==> config.mk <==
export PLATFORM = sky130hd
export DESIGN_NAME = vga_timing
export DESIGN_NICKNAME = d
export VERILOG_FILES = /design/src/rtl/vga_pkg.sv /design/src/rtl/vga_timing.sv
export SDC_FILE = /design/constraint.sdc
export NUM_CORES = 1
export LEC_CHECK = 0
export ABC_AREA = 1
export BUFFER_PORTS_ARGS = -buffer_cell sky130_fd_sc_hd__buf_2
export CELL_PAD_IN_SITES_DETAIL_PLACEMENT = 1
export CELL_PAD_IN_SITES_GLOBAL_PLACEMENT = 1
export CORE_ASPECT_RATIO = 0.8
export CORE_MARGIN = 1
export CORE_UTILIZATION = 30
export DETAILED_ROUTE_END_ITERATION = 10
export PLACE_DENSITY_LB_ADDON = 0.05
export SLEW_MARGIN = 30
export SYNTH_ARGS = -nofsm -noshare
export SYNTH_HDL_FRONTEND = slang
export SYNTH_SLANG_ARGS = --single-unit
==> constraint.sdc <==
create_clock -name clk -period 3.6 [get_ports clk]
set_input_delay 0.72 -clock clk [delete_from_list [all_inputs] [get_ports clk]]
set_output_delay 0.72 -clock clk [all_outputs]
set_load 0.02 [all_outputs]
==> src/rtl/vga_pkg.sv <==
// Shared 1024x768@60 raster timing constants and the raster bus type
// consumed by every stage of the video pipeline.
package vga_pkg;

    localparam int CNT_W = 11;

    localparam int HOR_BLANK_START = 1024;
    localparam int HOR_SYNC_START  = 1048;
    localparam int HOR_SYNC_END    = 1183;
    localparam int HOR_TOTAL       = 1344;

    localparam int VER_BLANK_START = 768;
    localparam int VER_SYNC_START  = 771;
    localparam int VER_SYNC_END    = 776;
    localparam int VER_TOTAL       = 806;

    typedef struct packed {
        logic [CNT_W-1:0] hcount;
        logic [CNT_W-1:0] vcount;
        logic             hsync;
        logic             vsync;
        logic             hblnk;
        logic             vblnk;
    } raster_t;

endpackage

==> src/rtl/vga_timing.sv <==
// Free-running raster timing generator; every output is a flop and the
// flags are decoded from the next position so they never skew the counters.
module vga_timing
    import vga_pkg::*;
#(
    parameter int FRAME_CNT_W  = 8,
    parameter int H_TOTAL      = HOR_TOTAL,
    parameter int H_BLANK      = HOR_BLANK_START,
    parameter int H_SYNC_START = HOR_SYNC_START,
    parameter int H_SYNC_END   = HOR_SYNC_END,
    parameter int V_TOTAL      = VER_TOTAL,
    parameter int V_BLANK      = VER_BLANK_START,
    parameter int V_SYNC_START = VER_SYNC_START,
    parameter int V_SYNC_END   = VER_SYNC_END
) (
    input  logic                   clk,
    input  logic                   rst_n,
    input  logic                   en,
    output logic [CNT_W-1:0]       hcount,
    output logic [CNT_W-1:0]       vcount,
    output logic                   hsync,
    output logic                   vsync,
    output logic                   hblnk,
    output logic                   vblnk,
    output logic                   frame_start,
    output logic [FRAME_CNT_W-1:0] frame_cnt
);

    localparam logic [CNT_W-1:0] H_LAST = CNT_W'(H_TOTAL - 1);
    localparam logic [CNT_W-1:0] H_BLK  = CNT_W'(H_BLANK);
    localparam logic [CNT_W-1:0] H_SS   = CNT_W'(H_SYNC_START);
    localparam logic [CNT_W-1:0] H_SE   = CNT_W'(H_SYNC_END);
    localparam logic [CNT_W-1:0] V_LAST = CNT_W'(V_TOTAL - 1);
    localparam logic [CNT_W-1:0] V_BLK  = CNT_W'(V_BLANK);
    localparam logic [CNT_W-1:0] V_SS   = CNT_W'(V_SYNC_START);
    localparam logic [CNT_W-1:0] V_SE   = CNT_W'(V_SYNC_END);

    raster_t                raster_q, raster_d;
    logic                   frame_start_q, frame_start_d;
    logic [FRAME_CNT_W-1:0] frame_cnt_q, frame_cnt_d;

    always_comb begin
        raster_d      = raster_q;
        frame_start_d = 1'b0;
        frame_cnt_d   = frame_cnt_q;
        if (raster_q.hcount == H_LAST) begin
            raster_d.hcount = '0;
            if (raster_q.vcount == V_LAST) begin
                raster_d.vcount = '0;
                frame_start_d   = 1'b1;
                frame_cnt_d     = frame_cnt_q + FRAME_CNT_W'(1);
            end else begin
                raster_d.vcount = raster_q.vcount + CNT_W'(1);
            end
        end else begin
            raster_d.hcount = raster_q.hcount + CNT_W'(1);
        end
        // Decode from the next position so flags line up with counters.
        raster_d.hblnk = (raster_d.hcount >= H_BLK);
        raster_d.vblnk = (raster_d.vcount >= V_BLK);
        raster_d.hsync = (raster_d.hcount >= H_SS) &&
                         (raster_d.hcount <= H_SE);
        raster_d.vsync = (raster_d.vcount >= V_SS) &&
                         (raster_d.vcount <= V_SE);
    end

    always_ff @(posedge clk or negedge rst_n) begin
        if (!rst_n) begin
            raster_q      <= '0;
            frame_start_q <= 1'b0;
            frame_cnt_q   <= '0;
        end else if (en) begin
            raster_q      <= raster_d;
            frame_start_q <= frame_start_d;
            frame_cnt_q   <= frame_cnt_d;
        end
    end

    assign hcount      = raster_q.hcount;
    assign vcount      = raster_q.vcount;
    assign hsync       = raster_q.hsync;
    assign vsync       = raster_q.vsync;
    assign hblnk       = raster_q.hblnk;
    assign vblnk       = raster_q.vblnk;
    assign frame_start = frame_start_q;
    assign frame_cnt   = frame_cnt_q;

endmodule

After elaboration in Yosys (flattened, before gate mapping)
Cells that the tools add are included. W data, S select, Z words.

Add/sub/neg operators: 3. Order comparisons: 6. Eq/ne operators: 2. Mux-type cells: 5. Reduce and logical (&&, ||, !) cells: 3.

Operators by type and width (number): $mux W11 (3); $add A11 B1 Y11 const B (2); $ge A11 B10 Y1 const B (2); $ge A11 B11 Y1 const B (2); $eq A11 B10 Y1 const B (1); $eq A11 B11 Y1 const B (1); $le A11 B10 Y1 const B (1); $le A11 B11 Y1 const B (1); $add A8 B1 Y8 const B (1); $reduce_and A3 Y1 (1); $logic_and A1 B1 Y1 (2); $mux W1 (2).

Register bits: 35. Output and inout port bits: 35.

Depth between registers and ports, before layout
Depth after elaboration: 5. Depth in mapped cells: 14. Gate-level depth less buffers: 14.

Worst setup path before layout
OpenSTA, ideal clock, no wires.

Path type: reg2reg. Start: register raster_q, in the netlist hcount[1]. End: register frame_cnt_q[6], in the netlist frame_cnt[6]. Setup time: 0.129 ns. Data arrival time: 1.735 ns. Data required time: 3.471 ns. Slack: 1.735 ns. Cell stages (with the launch flop): 10. Clock period less this slack: 1.865 ns. Cells stage by stage: dfrtp_1 ha_1 nand3_2 nor2_4 nand2_4 nor2_4 nand2_4 nor2_4 nand4_2 xnor2_1.

Cells in the longest elaborated chain, start to end: 2.

RTL lines: start: declaration (line vga_timing.sv:38) `raster_t raster_q, raster_d;`; start signal: assignment (line vga_timing.sv:73) `raster_q <= raster_d;`; $eq A11 B11 Y1 (line vga_timing.sv:46) `if (raster_q.hcount == H_LAST) begin`; $reduce_and A3 Y1 (no line); end signal: assignment (line vga_timing.sv:75) `frame_cnt_q <= frame_cnt_d;`; end: declaration (line vga_timing.sv:40) `logic [FRAME_CNT_W-1:0] frame_cnt_q, frame_cnt_d;`.

Every way passes these cells. A chain may end at the register's enable or synchronous reset.

Worst setup path after layout
Start: register raster_q, in the netlist hcount[0]. End: register raster_q, in the netlist vsync.

Cells in the longest elaborated chain, start to end: 4. Elaborated cells between the ends (all ways): 5.

RTL lines: $eq A11 B11 Y1 (*) (line vga_timing.sv:46); $mux W11 (*) (line vga_timing.sv:46); $ge A11 B10 Y1 or $le A11 B10 Y1 (tied branches) (line vga_timing.sv:63, vga_timing.sv:64); $logic_and A1 B1 Y1 (*) (line vga_timing.sv:63) `raster_d.vsync = (raster_d.vcount >= V_SS) &&`.

Every way passes the cells marked *; elsewhere a longest branch is shown, timed or not.

==> flow_metrics.tcl <==
set metrics [dict create \
    synth_area_per_cell_um2 7.04 \
    reg2reg_depth 11 \
    period_minus_slack_ns 2.16 \
    rows 27 \
    cts_tree "done" \
    tightest_slew_ns 0.846 \
    insertion_delay_ns 0.29 \
    r2r_end "vsync" \
    grt_use_total_pct 17.9 \
    critPathLaunchType "flip-flop" \
    clkTransAtPathRegs_ns 0.08 \
    ys_seq_elements 35 \
    yosys-top-cells-area "dfrtp_1, nand2_1, inv_1" \
    yosysWarnings 0 \
    timing.fmax_mhz 462 \
    violations "design-rule violations" \
    relSlewSlack_pct 43.5 \
    place_hpwl_um 4640 \
    syn_area_um2 2220 \
    cts_buffers 5 \
    status "complete, but fails checks" \
    setup_violations 0 \
    period_share_pct 60.1 \
    rrSetupSlack_ns 1.44 \
    drt-total-wl_um 6260 \
    crit_type "flip-flop to flip-flop" \
    dieArea_um2 7740 \
    holdPathEnd "frame_cnt[6]" \
    powerDensity_nw_per_um2 479 \
    syn-instance-count 315 \
    cts-htree-levels 2 \
    tns_ns 0 \
    finalMaxSlewViolations 0 \
    layout-drive-gt1-share_pct 16.2 \
    clock_skew_ns 0.00352 \
    via_per_inst 4.77 \
    cts.sinks 35 \
    wl_per_cell_um 14.3 \
    drt.antenna.violating_nets 0 \
    grt_max_degree 36 \
    utilization_pct 36.4 \
    dr.max_layer_used "met4" \
    synth_flop_cell "dfrtp_1" \
    grt_pass1_wl_um 10800 \
    ys_top_cells_by_count "nand2_1, inv_1, dfrtp_1" \
    regToRegStartpoint "hcount[0]" \
    holdBufCountCts 0 \
    hold_class "flip-flop to flip-flop" \
    start_util_pct 31.6 \
    num_antenna_cells 0 \
    grt_overflow 0 \
    critPathArrivalTime_ns 2.40 \
    yosysMostFrequentCell "nand2_1" \
    async_flop_share_pct 100 \
    core_um2 7030 \
    cts_resized 0 \
    finalHoldViolCount 0 \
    post-synth-top-area-cell "dfrtp_1" \
    whs_path_depth 1 \
    vias 2094 \
    met2WireLength_um 2520 \
    grt_pass1_vias 2134 \
    end_kind "flip-flop" \
    root_buffer "clkbuf_8" \
    cts_setup_buffers 0 \
    setup_ws_ns 1.44 \
    area_delta_synth_final_pct 15.3 \
    cts_buffer_depth 2 \
    fin_nets 360 \
    dieWidth_um 98.1 \
    synth.distinct_cells 27 \
    leakagePower_nw 1.40 \
    critPathMaxFanout 16 \
    rsz0062_at_grt "no" \
    max-cap-violations 0 \
    place_ws_ns 1.31 \
    min-delay-start "frame_cnt[6]" \
    drc 2 \
    synth.top_cell.area_share_pct 39.5 \
    ys_seq_area_share_pct 39.5 \
    irDropWorstVdd_v 0.000232 \
    syn-num-nets 323 \
    antenna_found_initial 0 \
    globalplace.congestion 0.738 \
    wl_met1_um 3470 \
    synth_edf_count 0 \
    die_h_um 78.9 \
    drt_iter0_markers 75 \
    dr_wl_met3_um 210 \
    worst_ep_required_time_ns 3.83 \
    io_pins 38 \
    drt_first_pass_iters 7 \
    port_buffers 37 \
]
[worst max path at each step]
stage / startpoint / end / slack, ns / cells after the start
detailed placement: en / vsync / 1.31 / 7
finish: hcount[0] / vsync / 1.44 / 11
global placement: en / vsync / 1.34 / 7
CTS: hcount[1] / vsync / 1.43 / 11
floorplan: hcount[1] / frame_cnt[6] / 1.74 / 9
global route: hcount[1] / vsync / 1.17 / 11
[state kept, by name (all words and copies together), names as in the netlist]
| name | flops |
|---|---|
| vcount | 11 |
| hcount | 11 |
| vsync | 1 |
| frame_start | 1 |
| hsync | 1 |
| vblnk | 1 |
| frame_cnt | 8 |
| hblnk | 1 |
[through the flow]
stage                     cells  hold slack [ns]  instance area (um^2)  total power [W]
after detailed placement    432            0.470                  2470         0.000945
after global routing        439            0.539                  2560          0.00132
after floorplan             315            0.424                  2220         0.000801
after CTS                   439            0.491                  2560          0.00125
after global placement      432            0.458                  2470         0.000942
final                       439            0.491                  2560          0.00123
[power by group]
part / switching, W / internal, W
logic: 0.000262 / 0.000126
registers: 0.0000957 / 0.000450
clock network: 0.000159 / 0.000133
total: 0.000516 / 0.000709
[cell families after synthesis]
logic type / count (synthesis) / synth area share, %
AND/OR/NAND/NOR: 188 / 38.6
buffers and inverters: 50 / 8.92
flip-flops: 35 / 39.5
AO/OA/AOI/OAI: 28 / 6.60
XOR/XNOR: 9 / 3.56
adder cells (fa/ha/maj): 5 / 2.82
[final cells by class]
cell class / instances / area [um^2]
multi-input cells: 230 / 1140
repair buffers: 37 / 185
fillers: 932 / 4470
well taps: 87 / 109
flip-flops and latches: 35 / 876
clock inverters: 2 / 13.8
clock buffers: 5 / 68.8
inverters: 43 / 161
[cell usage in the layout (no fill, tap or decap)]
cell	count
xnor2_1	3
o21ai_0	23
o22ai_1	1
o21bai_1	1
dfrtp_1	35
clkbuf_8	5
ha_1	5
or2_2	1
nand2_2	1
nand3b_1	1
a21oi_1	2
nand2_4	2
nor3_1	3
nor2_1	31
nor4_4	1
nor2_4	4
inv_1	43
clkinv_4	1
clkinv_2	1
nand4_2	1
buf_2	37
o211ai_1	1
nand3_2	1
xor2_1	6
nand4_1	7
nand2_1	103
nor2_2	2
nand3_1	30
[layer usage]
layer	vias up	GRT usage, %
met1	992	26.3
met3	6	3.35
met5	-	0
li1	1063	-
met2	33	26.9
met4	0	4.55
[critical path: stages (launching register included)]
cell and delay (ns):
dfrtp_1 0.45, ha_1 0.25, nand2_1 0.07, nor2_1 0.16
nand2_2 0.12, nor2_4 0.38, nand3_1 0.15, nand3_1 0.18
nand2_1 0.10, nor2_1 0.11, nand3_1 0.08, nand2_1 0.06
(Power assumes the default switching activity.)
